--- src/rtl/lru_miss_alloc_ctrl_if.sv ---
// ============================================================================
// Module      : lru_miss_alloc_ctrl_if
// Description : Request, LRU, tag-array and memory-side bundle of the miss/allocate controller.
// Revision    : 1.0 - initial release
// ============================================================================
`default_nettype none

interface lru_miss_alloc_ctrl_if #(
  parameter int INDEX_W = 6,
  parameter int TAG_W   = 20
);
  logic                     req_valid;
  logic                     req_ready;
  logic [INDEX_W-1:0]       req_idx;
  logic [TAG_W-1:0]         req_tag;
  logic                     hit;
  logic [1:0]               hit_way;

  logic                     lru_update_en;
  logic [INDEX_W-1:0]       lru_set_idx;
  logic [1:0]               lru_accessed_way;
  logic [INDEX_W-1:0]       lru_query_idx;
  logic [1:0]               lru_victim_way;
  logic                     victim_dirty;
  logic [TAG_W-1:0]         victim_tag;

  logic                     wb_req_valid;
  logic                     wb_req_ready;
  logic [INDEX_W+TAG_W-1:0] wb_req_addr;
  logic                     wb_done;
  logic                     fill_req_valid;
  logic                     fill_req_ready;
  logic [INDEX_W+TAG_W-1:0] fill_req_addr;
  logic                     fill_done;

  logic                     tag_wr_en;
  logic [INDEX_W-1:0]       tag_wr_idx;
  logic [1:0]               tag_wr_way;
  logic [TAG_W-1:0]         tag_wr_tag;

  logic                     resp_valid;
  logic [1:0]               resp_way;
  logic                     resp_miss;

  // Controller side
  modport master (
    input  req_valid, req_idx, req_tag, hit, hit_way,
    input  lru_victim_way, victim_dirty, victim_tag,
    input  wb_req_ready, wb_done, fill_req_ready, fill_done,
    output req_ready,
    output lru_update_en, lru_set_idx, lru_accessed_way, lru_query_idx,
    output wb_req_valid, wb_req_addr, fill_req_valid, fill_req_addr,
    output tag_wr_en, tag_wr_idx, tag_wr_way, tag_wr_tag,
    output resp_valid, resp_way, resp_miss
  );

  // Requester / LRU / tag array / memory side
  modport slave (
    output req_valid, req_idx, req_tag, hit, hit_way,
    output lru_victim_way, victim_dirty, victim_tag,
    output wb_req_ready, wb_done, fill_req_ready, fill_done,
    input  req_ready,
    input  lru_update_en, lru_set_idx, lru_accessed_way, lru_query_idx,
    input  wb_req_valid, wb_req_addr, fill_req_valid, fill_req_addr,
    input  tag_wr_en, tag_wr_idx, tag_wr_way, tag_wr_tag,
    input  resp_valid, resp_way, resp_miss
  );
endinterface

`default_nettype wire

--- src/rtl/lru_miss_alloc_ctrl.sv ---
// ============================================================================
// Module      : lru_miss_alloc_ctrl
// Description : Hit/miss controller driving a 4-way true-LRU tracker, writeback, refill and tag write.
// Revision    : 1.0 - initial release
// ============================================================================
`default_nettype none

module lru_miss_alloc_ctrl #(
  parameter int INDEX_W = 6,
  parameter int TAG_W   = 20
) (
  input  logic                  clk,
  input  logic                  reset_n,
  lru_miss_alloc_ctrl_if.master bus
);

  localparam int ADDR_W = INDEX_W + TAG_W;

  localparam logic [2:0] S_IDLE      = 3'd0;
  localparam logic [2:0] S_MISS_Q    = 3'd1;
  localparam logic [2:0] S_VICTIM    = 3'd2;
  localparam logic [2:0] S_WB_REQ    = 3'd3;
  localparam logic [2:0] S_WB_WAIT   = 3'd4;
  localparam logic [2:0] S_FILL_REQ  = 3'd5;
  localparam logic [2:0] S_FILL_WAIT = 3'd6;
  localparam logic [2:0] S_COMMIT    = 3'd7;

  logic [2:0]         state_q, state_d;
  logic [INDEX_W-1:0] idx_q, idx_d;
  logic [TAG_W-1:0]   tag_q, tag_d;
  logic [1:0]         vway_q, vway_d;
  logic               req_ready_q, req_ready_d;
  logic               upd_q, upd_d;
  logic [INDEX_W-1:0] upd_set_q, upd_set_d;
  logic [1:0]         upd_way_q, upd_way_d;
  logic               resp_valid_q, resp_valid_d;
  logic [1:0]         resp_way_q, resp_way_d;
  logic               resp_miss_q, resp_miss_d;
  logic               wb_valid_q, wb_valid_d;
  logic [ADDR_W-1:0]  wb_addr_q, wb_addr_d;
  logic               fill_valid_q, fill_valid_d;
  logic               tag_wr_q, tag_wr_d;

  always_comb begin
    state_d      = state_q;
    idx_d        = idx_q;
    tag_d        = tag_q;
    vway_d       = vway_q;
    upd_d        = 1'b0;
    upd_set_d    = upd_set_q;
    upd_way_d    = upd_way_q;
    resp_valid_d = 1'b0;
    resp_way_d   = resp_way_q;
    resp_miss_d  = resp_miss_q;
    wb_valid_d   = wb_valid_q;
    wb_addr_d    = wb_addr_q;
    fill_valid_d = fill_valid_q;
    tag_wr_d     = 1'b0;

    case (state_q)
      S_IDLE: begin
        if (bus.req_valid) begin
          if (bus.hit) begin
            upd_d        = 1'b1;
            upd_set_d    = bus.req_idx;
            upd_way_d    = bus.hit_way;
            resp_valid_d = 1'b1;
            resp_way_d   = bus.hit_way;
            resp_miss_d  = 1'b0;
          end else begin
            idx_d   = bus.req_idx;
            tag_d   = bus.req_tag;
            state_d = S_MISS_Q;
          end
        end
      end
      // The tracker's victim register needs one edge after lru_query_idx settles.
      S_MISS_Q: state_d = S_VICTIM;
      S_VICTIM: begin
        vway_d = bus.lru_victim_way;
        if (bus.victim_dirty) begin
          wb_valid_d = 1'b1;
          wb_addr_d  = {bus.victim_tag, idx_q};
          state_d    = S_WB_REQ;
        end else begin
          fill_valid_d = 1'b1;
          state_d      = S_FILL_REQ;
        end
      end
      S_WB_REQ: begin
        if (bus.wb_req_ready) begin
          wb_valid_d = 1'b0;
          state_d    = S_WB_WAIT;
        end
      end
      S_WB_WAIT: begin
        if (bus.wb_done) begin
          fill_valid_d = 1'b1;
          state_d      = S_FILL_REQ;
        end
      end
      S_FILL_REQ: begin
        if (bus.fill_req_ready) begin
          fill_valid_d = 1'b0;
          state_d      = S_FILL_WAIT;
        end
      end
      S_FILL_WAIT: begin
        if (bus.fill_done) begin
          tag_wr_d     = 1'b1;
          upd_d        = 1'b1;
          upd_set_d    = idx_q;
          upd_way_d    = vway_q;
          resp_valid_d = 1'b1;
          resp_way_d   = vway_q;
          resp_miss_d  = 1'b1;
          state_d      = S_COMMIT;
        end
      end
      S_COMMIT: state_d = S_IDLE;
      default:  state_d = S_IDLE;
    endcase

    req_ready_d = (state_d == S_IDLE);
  end

  always_ff @(posedge clk or negedge reset_n) begin
    if (!reset_n) begin
      state_q      <= S_IDLE;
      idx_q        <= '0;
      tag_q        <= '0;
      vway_q       <= '0;
      req_ready_q  <= 1'b1;
      upd_q        <= 1'b0;
      upd_set_q    <= '0;
      upd_way_q    <= '0;
      resp_valid_q <= 1'b0;
      resp_way_q   <= '0;
      resp_miss_q  <= 1'b0;
      wb_valid_q   <= 1'b0;
      wb_addr_q    <= '0;
      fill_valid_q <= 1'b0;
      tag_wr_q     <= 1'b0;
    end else begin
      state_q      <= state_d;
      idx_q        <= idx_d;
      tag_q        <= tag_d;
      vway_q       <= vway_d;
      req_ready_q  <= req_ready_d;
      upd_q        <= upd_d;
      upd_set_q    <= upd_set_d;
      upd_way_q    <= upd_way_d;
      resp_valid_q <= resp_valid_d;
      resp_way_q   <= resp_way_d;
      resp_miss_q  <= resp_miss_d;
      wb_valid_q   <= wb_valid_d;
      wb_addr_q    <= wb_addr_d;
      fill_valid_q <= fill_valid_d;
      tag_wr_q     <= tag_wr_d;
    end
  end

  // Latched miss registers double as the stable address/tag-write fields.
  assign bus.req_ready        = req_ready_q;
  assign bus.lru_update_en    = upd_q;
  assign bus.lru_set_idx      = upd_set_q;
  assign bus.lru_accessed_way = upd_way_q;
  assign bus.lru_query_idx    = idx_q;
  assign bus.wb_req_valid     = wb_valid_q;
  assign bus.wb_req_addr      = wb_addr_q;
  assign bus.fill_req_valid   = fill_valid_q;
  assign bus.fill_req_addr    = {tag_q, idx_q};
  assign bus.tag_wr_en        = tag_wr_q;
  assign bus.tag_wr_idx       = idx_q;
  assign bus.tag_wr_way       = vway_q;
  assign bus.tag_wr_tag       = tag_q;
  assign bus.resp_valid       = resp_valid_q;
  assign bus.resp_way         = resp_way_q;
  assign bus.resp_miss        = resp_miss_q;

endmodule

`default_nettype wire

--- src/flat_wrapper.sv ---
// flat-port wrapper written by rule: the top's interface ports become plain ports
module lru_miss_alloc_ctrl_flat 
#(
  parameter int INDEX_W = 6,
  parameter int TAG_W   = 20
)
  (clk, reset_n, bus_req_valid, bus_req_idx, bus_req_tag, bus_hit, bus_hit_way, bus_lru_victim_way, bus_victim_dirty, bus_victim_tag, bus_wb_req_ready, bus_wb_done, bus_fill_req_ready, bus_fill_done, bus_req_ready, bus_lru_update_en, bus_lru_set_idx, bus_lru_accessed_way, bus_lru_query_idx, bus_wb_req_valid, bus_wb_req_addr, bus_fill_req_valid, bus_fill_req_addr, bus_tag_wr_en, bus_tag_wr_idx, bus_tag_wr_way, bus_tag_wr_tag, bus_resp_valid, bus_resp_way, bus_resp_miss);
  lru_miss_alloc_ctrl_if #(.INDEX_W(INDEX_W), .TAG_W(TAG_W)) bus_i ();
  input  logic clk;
  input  logic reset_n;
  input wire logic [$bits(bus_i.req_valid)-1:0] bus_req_valid;
  input wire logic [$bits(bus_i.req_idx)-1:0] bus_req_idx;
  input wire logic [$bits(bus_i.req_tag)-1:0] bus_req_tag;
  input wire logic [$bits(bus_i.hit)-1:0] bus_hit;
  input wire logic [$bits(bus_i.hit_way)-1:0] bus_hit_way;
  input wire logic [$bits(bus_i.lru_victim_way)-1:0] bus_lru_victim_way;
  input wire logic [$bits(bus_i.victim_dirty)-1:0] bus_victim_dirty;
  input wire logic [$bits(bus_i.victim_tag)-1:0] bus_victim_tag;
  input wire logic [$bits(bus_i.wb_req_ready)-1:0] bus_wb_req_ready;
  input wire logic [$bits(bus_i.wb_done)-1:0] bus_wb_done;
  input wire logic [$bits(bus_i.fill_req_ready)-1:0] bus_fill_req_ready;
  input wire logic [$bits(bus_i.fill_done)-1:0] bus_fill_done;
  output wire logic [$bits(bus_i.req_ready)-1:0] bus_req_ready;
  output wire logic [$bits(bus_i.lru_update_en)-1:0] bus_lru_update_en;
  output wire logic [$bits(bus_i.lru_set_idx)-1:0] bus_lru_set_idx;
  output wire logic [$bits(bus_i.lru_accessed_way)-1:0] bus_lru_accessed_way;
  output wire logic [$bits(bus_i.lru_query_idx)-1:0] bus_lru_query_idx;
  output wire logic [$bits(bus_i.wb_req_valid)-1:0] bus_wb_req_valid;
  output wire logic [$bits(bus_i.wb_req_addr)-1:0] bus_wb_req_addr;
  output wire logic [$bits(bus_i.fill_req_valid)-1:0] bus_fill_req_valid;
  output wire logic [$bits(bus_i.fill_req_addr)-1:0] bus_fill_req_addr;
  output wire logic [$bits(bus_i.tag_wr_en)-1:0] bus_tag_wr_en;
  output wire logic [$bits(bus_i.tag_wr_idx)-1:0] bus_tag_wr_idx;
  output wire logic [$bits(bus_i.tag_wr_way)-1:0] bus_tag_wr_way;
  output wire logic [$bits(bus_i.tag_wr_tag)-1:0] bus_tag_wr_tag;
  output wire logic [$bits(bus_i.resp_valid)-1:0] bus_resp_valid;
  output wire logic [$bits(bus_i.resp_way)-1:0] bus_resp_way;
  output wire logic [$bits(bus_i.resp_miss)-1:0] bus_resp_miss;
  assign bus_i.req_valid = bus_req_valid;
  assign bus_i.req_idx = bus_req_idx;
  assign bus_i.req_tag = bus_req_tag;
  assign bus_i.hit = bus_hit;
  assign bus_i.hit_way = bus_hit_way;
  assign bus_i.lru_victim_way = bus_lru_victim_way;
  assign bus_i.victim_dirty = bus_victim_dirty;
  assign bus_i.victim_tag = bus_victim_tag;
  assign bus_i.wb_req_ready = bus_wb_req_ready;
  assign bus_i.wb_done = bus_wb_done;
  assign bus_i.fill_req_ready = bus_fill_req_ready;
  assign bus_i.fill_done = bus_fill_done;
  assign bus_req_ready = bus_i.req_ready;
  assign bus_lru_update_en = bus_i.lru_update_en;
  assign bus_lru_set_idx = bus_i.lru_set_idx;
  assign bus_lru_accessed_way = bus_i.lru_accessed_way;
  assign bus_lru_query_idx = bus_i.lru_query_idx;
  assign bus_wb_req_valid = bus_i.wb_req_valid;
  assign bus_wb_req_addr = bus_i.wb_req_addr;
  assign bus_fill_req_valid = bus_i.fill_req_valid;
  assign bus_fill_req_addr = bus_i.fill_req_addr;
  assign bus_tag_wr_en = bus_i.tag_wr_en;
  assign bus_tag_wr_idx = bus_i.tag_wr_idx;
  assign bus_tag_wr_way = bus_i.tag_wr_way;
  assign bus_tag_wr_tag = bus_i.tag_wr_tag;
  assign bus_resp_valid = bus_i.resp_valid;
  assign bus_resp_way = bus_i.resp_way;
  assign bus_resp_miss = bus_i.resp_miss;
  lru_miss_alloc_ctrl #(.INDEX_W(INDEX_W), .TAG_W(TAG_W)) u_core (.clk(clk), .reset_n(reset_n), .bus(bus_i));
endmodule
--- config.mk ---
export PLATFORM = sky130hd
export DESIGN_NAME = lru_miss_alloc_ctrl_flat
export DESIGN_NICKNAME = d
export VERILOG_FILES = /design/src/rtl/lru_miss_alloc_ctrl_if.sv /design/src/rtl/lru_miss_alloc_ctrl.sv /design/src/flat_wrapper.sv
export SDC_FILE = /design/constraint.sdc
export NUM_CORES = 1
export LEC_CHECK = 0
export ABC_AREA = 1
export ABC_CLOCK_PERIOD_IN_PS = 1900
export CORE_AREA = 4 4 113 83
export CTS_CLUSTER_SIZE = 40
export DETAILED_ROUTE_END_ITERATION = 10
export DIE_AREA = 0 0 117 87
export MAX_ROUTING_LAYER = met4
export PLACE_DENSITY = 0.83
export SYNTH_ARGS = -nofsm -noshare
export SYNTH_HDL_FRONTEND = slang
export SYNTH_SLANG_ARGS = --single-unit
--- constraint.sdc ---
create_clock -name clk -period 1.9 [get_ports clk]
set_clock_uncertainty 0.15 [all_clocks]
set_input_delay 0.285 -clock clk [delete_from_list [all_inputs] [get_ports clk]]
set_output_delay 0.285 -clock clk [all_outputs]
set_load 0.1 [all_outputs]
# Yosys cells after proc, flatten, opt, wreduce, memory -nomap -nowiden
# Index checks and enable logic that the tools add are counted.
# totals
ff_bits	71
input_bits	59
elab_cells	71
output_inout_bits	103
# op_classes
eq_ne	15
n_reduce_logical	10
mux	32
n_bitwise	1
# op_table
op	count
one-hot mux 3 bit (8 select lines)	1
two-way mux 3 bit	7
two-way mux 6 bit	3
!= test 2 bit (second input constant)	8
equality test 3 bit (second input constant)	4
two-way mux 1 bit	12
one-hot mux 6 bit (2 select lines)	1
AND reduction 4 bit	2
equality test 3 x 2 -> 1 bit (second input constant)	2
logical NOT 3 bit	2
two-way mux 2 bit	3
one-hot mux 1 bit (2 select lines)	3
AND reduction 3 bit	2
one-hot mux 2 bit (2 select lines)	1
nonzero test 2 bit	2
equality test 3 x 1 -> 1 bit (second input constant)	1
one-hot mux 1 bit (3 select lines)	1
nonzero test 3 bit	1
AND reduction 2 bit	1
inverter 1 bit	1

# Longest topological paths before layout
# Gate-level depths: netlist of run 1.
# logic_depth
depth_word	4
mapped_depth	8
depth_no_buf	7

# Worst setup path before layout of run 1
# No wires, ideal clock.
# synth_path
kind	register to output
startpoint	register u_core.idx_q[0] (netlist: u_core.bus.lru_query_idx[0])
endpoint	output port bus_lru_query_idx[0]
slack_ns	0.076
stages_incl_launch_ff	2
required_ns	1.465
arrival_time_ns	1.389
n_path_buf	1
cell_sequence	dfrtp_1 -> buf_4
# synth_lines
element	line	text
from (decl)	lru_miss_alloc_ctrl.sv:29	logic [INDEX_W-1:0] idx_q, idx_d;
from (signal assigned)	lru_miss_alloc_ctrl.sv:146	idx_q <= idx_d;
to (decl)	flat_wrapper.sv:27	output wire logic [$bits(bus_i.lru_query_idx)-1:0] bus_lru_query_idx;
# No word-level cell between the ends.

# Worst setup path in the final report of run 1
# layout_path
startpoint	register u_core.state_q[2]
endpoint	register u_core.wb_addr_q[12] (netlist: u_core.bus.wb_req_addr[12])
# layout_via
elab_chain_len	2
# layout_rtl
element	line	text
from (decl)	lru_miss_alloc_ctrl.sv:28	logic [2:0] state_q, state_d;
from (signal assigned)	lru_miss_alloc_ctrl.sv:145	state_q <= state_d;
equality test 3 x 2 -> 1 bit	lru_miss_alloc_ctrl.sv:60	case (state_q)
AND reduction 2 bit (no source line)	-	
to (signal assigned)	lru_miss_alloc_ctrl.sv:157	wb_addr_q <= wb_addr_d;
to (decl)	lru_miss_alloc_ctrl.sv:40	logic [ADDR_W-1:0] wb_addr_q, wb_addr_d;
# Every way passes these cells.
# A chain may end at the register's enable or synchronous reset.

==> results of run 1 <==
registers in the layout, indices dropped and copies added (netlist names):
| name | flops |
|---|---|
| u_core.bus.tag_wr_en | 1 |
| u_core.state_q | 3 |
| u_core.bus.tag_wr_tag | 20 |
| u_core.bus.resp_valid | 1 |
| u_core.bus.req_ready | 1 |
| u_core.bus.lru_set_idx | 6 |
| u_core.bus.fill_req_valid | 1 |
| u_core.bus.wb_req_valid | 1 |
| u_core.bus.tag_wr_way | 2 |
| u_core.bus.lru_accessed_way | 2 |
| u_core.bus.wb_req_addr | 26 |
| u_core.bus.lru_query_idx | 6 |
| u_core.bus.resp_miss | 1 |
path summary, 6_finish.rpt:
check	slack, ns	start	endpoint
min in group clk	0.35	bus_victim_tag[19]	u_core.bus.wb_req_addr[25]
hold / removal	0.33	reset_n	u_core.bus.wb_req_addr[20]
setup / recovery	0.18	u_core.state_q[2]	u_core.bus.wb_req_addr[12]
setup reg to reg	0.18	u_core.state_q[2]	u_core.bus.wb_req_addr[12]
max in group asynchronous	0.71	reset_n	u_core.bus.req_ready
hold reg to reg	0.39	u_core.bus.wb_req_addr[25]	u_core.bus.wb_req_addr[25]
through the flow:
stage	util	area (um2)	std cells	setup WS, ns
finish	0.728	6020	609	0.180
global route	0.728	6020	609	0.0127
CTS	0.728	6020	609	0.0900
detailed placement	0.695	5740	593	0.0979
global placement	0.695	5740	593	0.187
floorplan	-	3260	370	0.0763
cell usage after synthesis (all sizes together):
| master | number | share of area |
|---|---|---|
| inv | 37 | 0.043 |
| dfstp | 1 | 0.0081 |
| clkinv | 1 | 0.0015 |
| nor3 | 1 | 0.0050 |
| nand3b | 1 | 0.0035 |
| dfrtp | 70 | 0.54 |
| nand3 | 20 | 0.036 |
| nor2 | 15 | 0.022 |
| nand4 | 3 | 0.0058 |
| buf | 49 | 0.11 |
| a21oi | 8 | 0.016 |
| nand2 | 133 | 0.16 |
| o21ai | 30 | 0.047 |
| mux2 | 1 | 0.0046 |
per-layer routing:
layer	share of wire	wire, um
met3	0.072	680
met1	0.39	3710
met2	0.53	4970
met5	0	0
met4	0.0090	85
layout make-up:
cell class / count / area, um2
sequential: 71 / 1780
clock inverter: 4 / 22.5
fill: 568 / 2250
clock buffer: 11 / 243
tap: 105 / 131
multi-input combinational: 212 / 966
timing repair buffer: 168 / 2730
inverter: 38 / 148
logic make-up (layout without fill, tap and decap cells):
logic type,Yosys count,count (layout),synth area share
flops,71,71,0.545
buf+inv,87,221,0.158
simple gates,173,173,0.229
mux,1,1,0.00460
compound gates,38,38,0.0629
critical path, cell delays in order (launching register included):
cell and delay, ns:
sky130_fd_sc_hd__dfrtp_1 0.57, sky130_fd_sc_hd__inv_1 0.22, sky130_fd_sc_hd__nand3_4 0.24, sky130_fd_sc_hd__buf_4 0.29
sky130_fd_sc_hd__nand2_1 0.10, sky130_fd_sc_hd__nand2_1 0.08
timing repair:
| action | in CTS | in global routing |
|---|---|---|
| resized for setup | 0 | 1 |
| endpoints found under the setup margin | 0 | 22 |
| hold buffers | 1 | 0 |
| hold endpoints to repair | 32 | 0 |
==> run summary, run 1 <==
Clock-pin slew on the worst setup and hold paths -> 0.06 ns
Number of antenna cells inserted -> 0
Overall overflow remaining after global route -> 0
Vias in the first global route -> 2,890
Via density -> 4.66
Netlist cell types -> 25
Total negative slack -> 0 ns
Chip Height -> 87 um
Shortest period the worst path allows -> 1.72 ns
Result of the run -> finished, final reports clean
Insertion delay to the later sink of the worst-skew pair -> 0.32 ns
Worst Path Class, Setup -> reg -> reg
Total DRC errors in the routed layout -> 0
Number of warnings printed during yosys synthesis -> 0
Most common cell after layout, fill and taps aside -> sky130_fd_sc_hd__nand2_1
Maximum Capacitance Violations -> 0
Clock Sinks -> 71
Met1 track utilization from global routing -> 0.233
Synthesized area per cell -> 8.81 um2
Longest Clk Path Bufs -> 2
Post-Syn Area -> 3260 um2
Highest-count cells in the layout ignoring fill and taps -> sky130_fd_sc_hd__nand2_1, sky130_fd_sc_hd__buf_12, sky130_fd_sc_hd__dfrtp_1, sky130_fd_sc_hd__clkdlybuf4s50_1, sky130_fd_sc_hd__inv_1
CP startpoint kind -> flop
Chip Width -> 117 um
Number of placement rows -> 28
Global Route met3 Usage -> 0.0500
Detailed-route wire length per cell -> 15.5 um
Largest net degree at the start of global routing -> 47
Category of the worst setup path capture point -> flop
Starting density of the core -> 0.394
Required @ worst endpoint -> 2.00 ns
Top Usage Layer GRT -> met2
Max-Slew Margin vs Limit -> 0.676
Worst path arrival time -> 1.82 ns
Number of buffers added for setup after CTS -> 0
Number of nets with antenna violations after detailed routing -> 0
Number of iterations in the first detailed-routing pass -> 5
Placeable core area -> 8270 um2
Max Slew Vio Count -> 0
Number of instances in the synthesized netlist -> 370
Cell at the root of the clock tree -> sky130_fd_sc_hd__clkbuf_16
H-tree level count -> 3
Share of the clock period used by the worst path after layout -> 0.905
Highest Clock Rate -> 0.581 GHz
Number of buffers created by CTS -> 9
Overall fraction of global-route tracks in use -> 0.197
Number of cells on the worst reg-to-reg path -> 5
Final-report setup violation count -> 0
Total Die Area -> 10,200 um2
Routed vias -> 2,836
Total Wirelength -> 9450 um
I/O pins -> 162
DPL Wire Length -> 7660 um
# nets final -> 559
Critical path peak fanout -> 20
Antenna violations before repair -> 0
Fraction of final layout cells with drive strength greater than 1 -> 0.276
Routability-driven placement congestion ratio -> 0.876
Worst hold path class -> in -> async
Yosys reg bits -> 71
GR Util met2 -> 0.338
Least-Margin Pin Slew -> 0.485 ns
Setup repair after global routing missed its margin -> no
Hold slack final -> 0.332 ns
Final count of hold timing violations -> 0
Port buffer count -> 161
Layout overhead on the synthesized area -> 84.7%
Part of the Yosys area used for sequential elements -> 0.545
Initial DRC Count -> 220
Post-synthesis net count -> 429
Wire length of the first global-routing pass -> 15,000 um
TritonCTS clock tree -> built
Power of run 1 is not shown: default switching activity piles up to over one toggle a cycle in this logic, so the estimate is an artifact.
==> inputs of run 2 (changes only) <==
--- a/config.mk
+++ b/config.mk
@@ -7,12 +7,13 @@
 export LEC_CHECK = 0
 export ABC_AREA = 1
 export ABC_CLOCK_PERIOD_IN_PS = 1900
-export CORE_AREA = 4 4 113 83
+export CORE_AREA = 5 5 114 84
 export CTS_CLUSTER_SIZE = 40
 export DETAILED_ROUTE_END_ITERATION = 10
-export DIE_AREA = 0 0 117 87
+export DIE_AREA = 0 0 119 89
 export MAX_ROUTING_LAYER = met4
 export PLACE_DENSITY = 0.83
 export SYNTH_ARGS = -nofsm -noshare
 export SYNTH_HDL_FRONTEND = slang
 export SYNTH_SLANG_ARGS = --single-unit
+export TNS_END_PERCENT = 50
==> run 2 against run 1 <==
  * Setup slack got worse by 0.020 ns
  * Sequential share of layout area decreased by 0.36 points
  * Highest routed layer unchanged
  * Non-clock buffer count increased by 1
  * Largest cell class unchanged
  * Clock-buffer cell count unchanged
  * Routed wire length increased by 1.6%
  * Maximum frequency decreased by 1.2%
  * Die area increased by 4.0%
  * Utilization increased by 0.89 points
  * Register-to-register slack got worse by 0.02 ns
==> run summary, run 2 (same netlist as run 1, synthesis figures left out) <==
# nets final -> 560 (was 559)
Category of the worst setup path capture point -> flop (unchanged)
Number of nets with antenna violations after detailed routing -> 0 (unchanged)
Initial DRC Count -> 181 (was 220)
Antenna violations before repair -> 0 (unchanged)
Critical path peak fanout -> 10 (was 20)
Highest Clock Rate -> 0.575 GHz (was 0.581 GHz)
Number of flip-flops in the largest register -> 26 (unchanged)
Number of iterations in the first detailed-routing pass -> 4 (was 5)
Total Die Area -> 10,600 um2 (was 10,200 um2)
Overall fraction of global-route tracks in use -> 0.195 (was 0.197)
Total Wirelength -> 9590 um (was 9450 um)
Clock-pin slew on the worst setup and hold paths -> 0.06 ns (about the same)
Total negative slack -> 0 ns (unchanged)
Detailed-route wire length per cell -> 15.7 um (was 15.5 um)
Max Slew Vio Count -> 0 (unchanged)
Overall overflow remaining after global route -> 0 (unchanged)
Total DRC errors in the routed layout -> 0 (unchanged)
I/O pins -> 162 (unchanged)
GR Util met2 -> 0.346 (was 0.338)
Worst Path Class, Setup -> reg -> reg (unchanged)
Port buffer count -> 161 (unchanged)
Number of buffers created by CTS -> 9 (unchanged)
Maximum Capacitance Violations -> 0 (unchanged)
H-tree level count -> 3 (unchanged)
Routability-driven placement congestion ratio -> 0.881 (was 0.876)
Highest-count cells in the layout ignoring fill and taps -> sky130_fd_sc_hd__nand2_1, sky130_fd_sc_hd__buf_12, sky130_fd_sc_hd__dfrtp_1, sky130_fd_sc_hd__clkdlybuf4s50_1, sky130_fd_sc_hd__inv_1 (unchanged)
Fraction of final layout cells with drive strength greater than 1 -> 0.281 (was 0.276)
Cell at the root of the clock tree -> sky130_fd_sc_hd__clkbuf_16 (unchanged)
Insertion delay to the later sink of the worst-skew pair -> 0.33 ns (was 0.32 ns)
Layout overhead on the synthesized area -> 86.9% (was 84.7%)
Chip Width -> 119 um (was 117 um)
TritonCTS clock tree -> built (unchanged)
Clock Sinks -> 71 (unchanged)
Worst path arrival time -> 1.85 ns (was 1.82 ns)
Internal reg-to-reg setup slack -> 0.16 ns (was 0.18 ns)
Starting density of the core -> 0.394 (unchanged)
DPL Wire Length -> 7590 um (was 7660 um)
Final-report setup violation count -> 0 (unchanged)
Wire length of the first global-routing pass -> 15,600 um (was 15,000 um)
Result of the run -> finished, final reports clean (unchanged)
Worst hold path class -> in -> async (unchanged)
Max-Slew Margin vs Limit -> 0.662 (was 0.676)
Required @ worst endpoint -> 2.01 ns (was 2.00 ns)
Global Route met3 Usage -> 0.0506 (was 0.0500)
Shortest period the worst path allows -> 1.74 ns (was 1.72 ns)
Via density -> 4.71 (was 4.66)
Share of the clock period used by the worst path after layout -> 0.916 (was 0.905)
Longest Clk Path Bufs -> 2 (unchanged)
Number of placement rows -> 28 (unchanged)
Vias in the first global route -> 3,016 (was 2,890)
Routed vias -> 2,875 (was 2,836)
Top Usage Layer GRT -> met2 (unchanged)
Number of antenna cells inserted -> 0 (unchanged)
Chip Height -> 89 um (was 87 um)
CP startpoint kind -> flop (unchanged)
Setup repair after global routing missed its margin -> no (unchanged)
Largest net degree at the start of global routing -> 43 (was 47)
Least-Margin Pin Slew -> 0.507 ns (was 0.485 ns)
Placeable core area -> 8270 um2 (unchanged)
Met1 track utilization from global routing -> 0.215 (was 0.233)
Most common cell after layout, fill and taps aside -> sky130_fd_sc_hd__nand2_1 (unchanged)
Final count of hold timing violations -> 0 (unchanged)
==> run 2: cell count changes in the layout (fill, tap and decap cells not counted) <==
cell / previous run / this run
sky130_fd_sc_hd__bufinv_16: 0 / 3
sky130_fd_sc_hd__clkinv_4: 0 / 1
sky130_fd_sc_hd__clkbuf_8: 1 / 2
sky130_fd_sc_hd__buf_4: 4 / 7
sky130_fd_sc_hd__clkinvlp_4: 1 / 0
sky130_fd_sc_hd__clkinv_2: 3 / 1
sky130_fd_sc_hd__buf_12: 106 / 104
sky130_fd_sc_hd__clkbuf_1: 1 / 0
==> run 2: final cells by class <==
class | instances | area (um2)
clock buffers | 11 | 253
clock inverters | 5 | 104
fillers | 556 | 2170
inverters | 38 | 148
multi-input cells | 212 | 966
flip-flops and latches | 71 | 1780
well taps | 105 | 131
repair buffers | 169 | 2720
==> run 2: repair_timing <==
item / 4_1_cts / 5_1_grt
buffers inserted: 0 / 0
setup endpoints to repair: 0 / 23
resized for setup: 0 / 1
hold endpoints to repair: 36 / 0
hold buffers: 1 / 0
==> run 2: worst paths after layout <==
path / startpoint / endpoint / cells after the start
min reg2reg: u_core.bus.fill_req_valid / u_core.bus.fill_req_valid / 2
min: reset_n / u_core.bus.tag_wr_tag[13] / 2
max reg2reg: u_core.state_q[0] / u_core.bus.lru_set_idx[0] / 5
max: u_core.state_q[0] / u_core.bus.lru_set_idx[0] / 5
max in group asynchronous: reset_n / u_core.bus.tag_wr_tag[18] / 3
min in group clk: bus_victim_tag[13] / u_core.bus.wb_req_addr[19] / 3
==> run 2: stage by stage <==
step | cells | hold WS (ns) | worst slack (ns) | utilization | cell area [um2]
floorplan | 370 | -0.161 | 0.0763 | - | 3260
global placement | 594 | 0.133 | 0.188 | 0.693 | 5730
detailed placement | 594 | 0.139 | 0.0815 | 0.693 | 5730
CTS | 611 | 0.330 | 0.0666 | 0.737 | 6090
global route | 611 | 0.346 | 0.0493 | 0.737 | 6090
finish | 611 | 0.326 | 0.160 | 0.737 | 6090
==> run 2: critical path, cell delays in order (launching register included) <==
cell	delay (ns)
sky130_fd_sc_hd__dfrtp_1	0.54
sky130_fd_sc_hd__nor3_4	0.29
sky130_fd_sc_hd__nand3_2	0.26
sky130_fd_sc_hd__nand2_2	0.27
sky130_fd_sc_hd__nand2_1	0.09
sky130_fd_sc_hd__nand2_1	0.07
==> run 2: layer usage <==
| metal | vias up | part of all wire |
|---|---|---|
| met4 | 0 | 0.015 |
| met5 | - | 0 |
| met3 | 17 | 0.056 |
| li1 | 1370 | - |
| met1 | 1383 | 0.41 |
| met2 | 105 | 0.51 |
Power of run 2 is left out for the same reason.
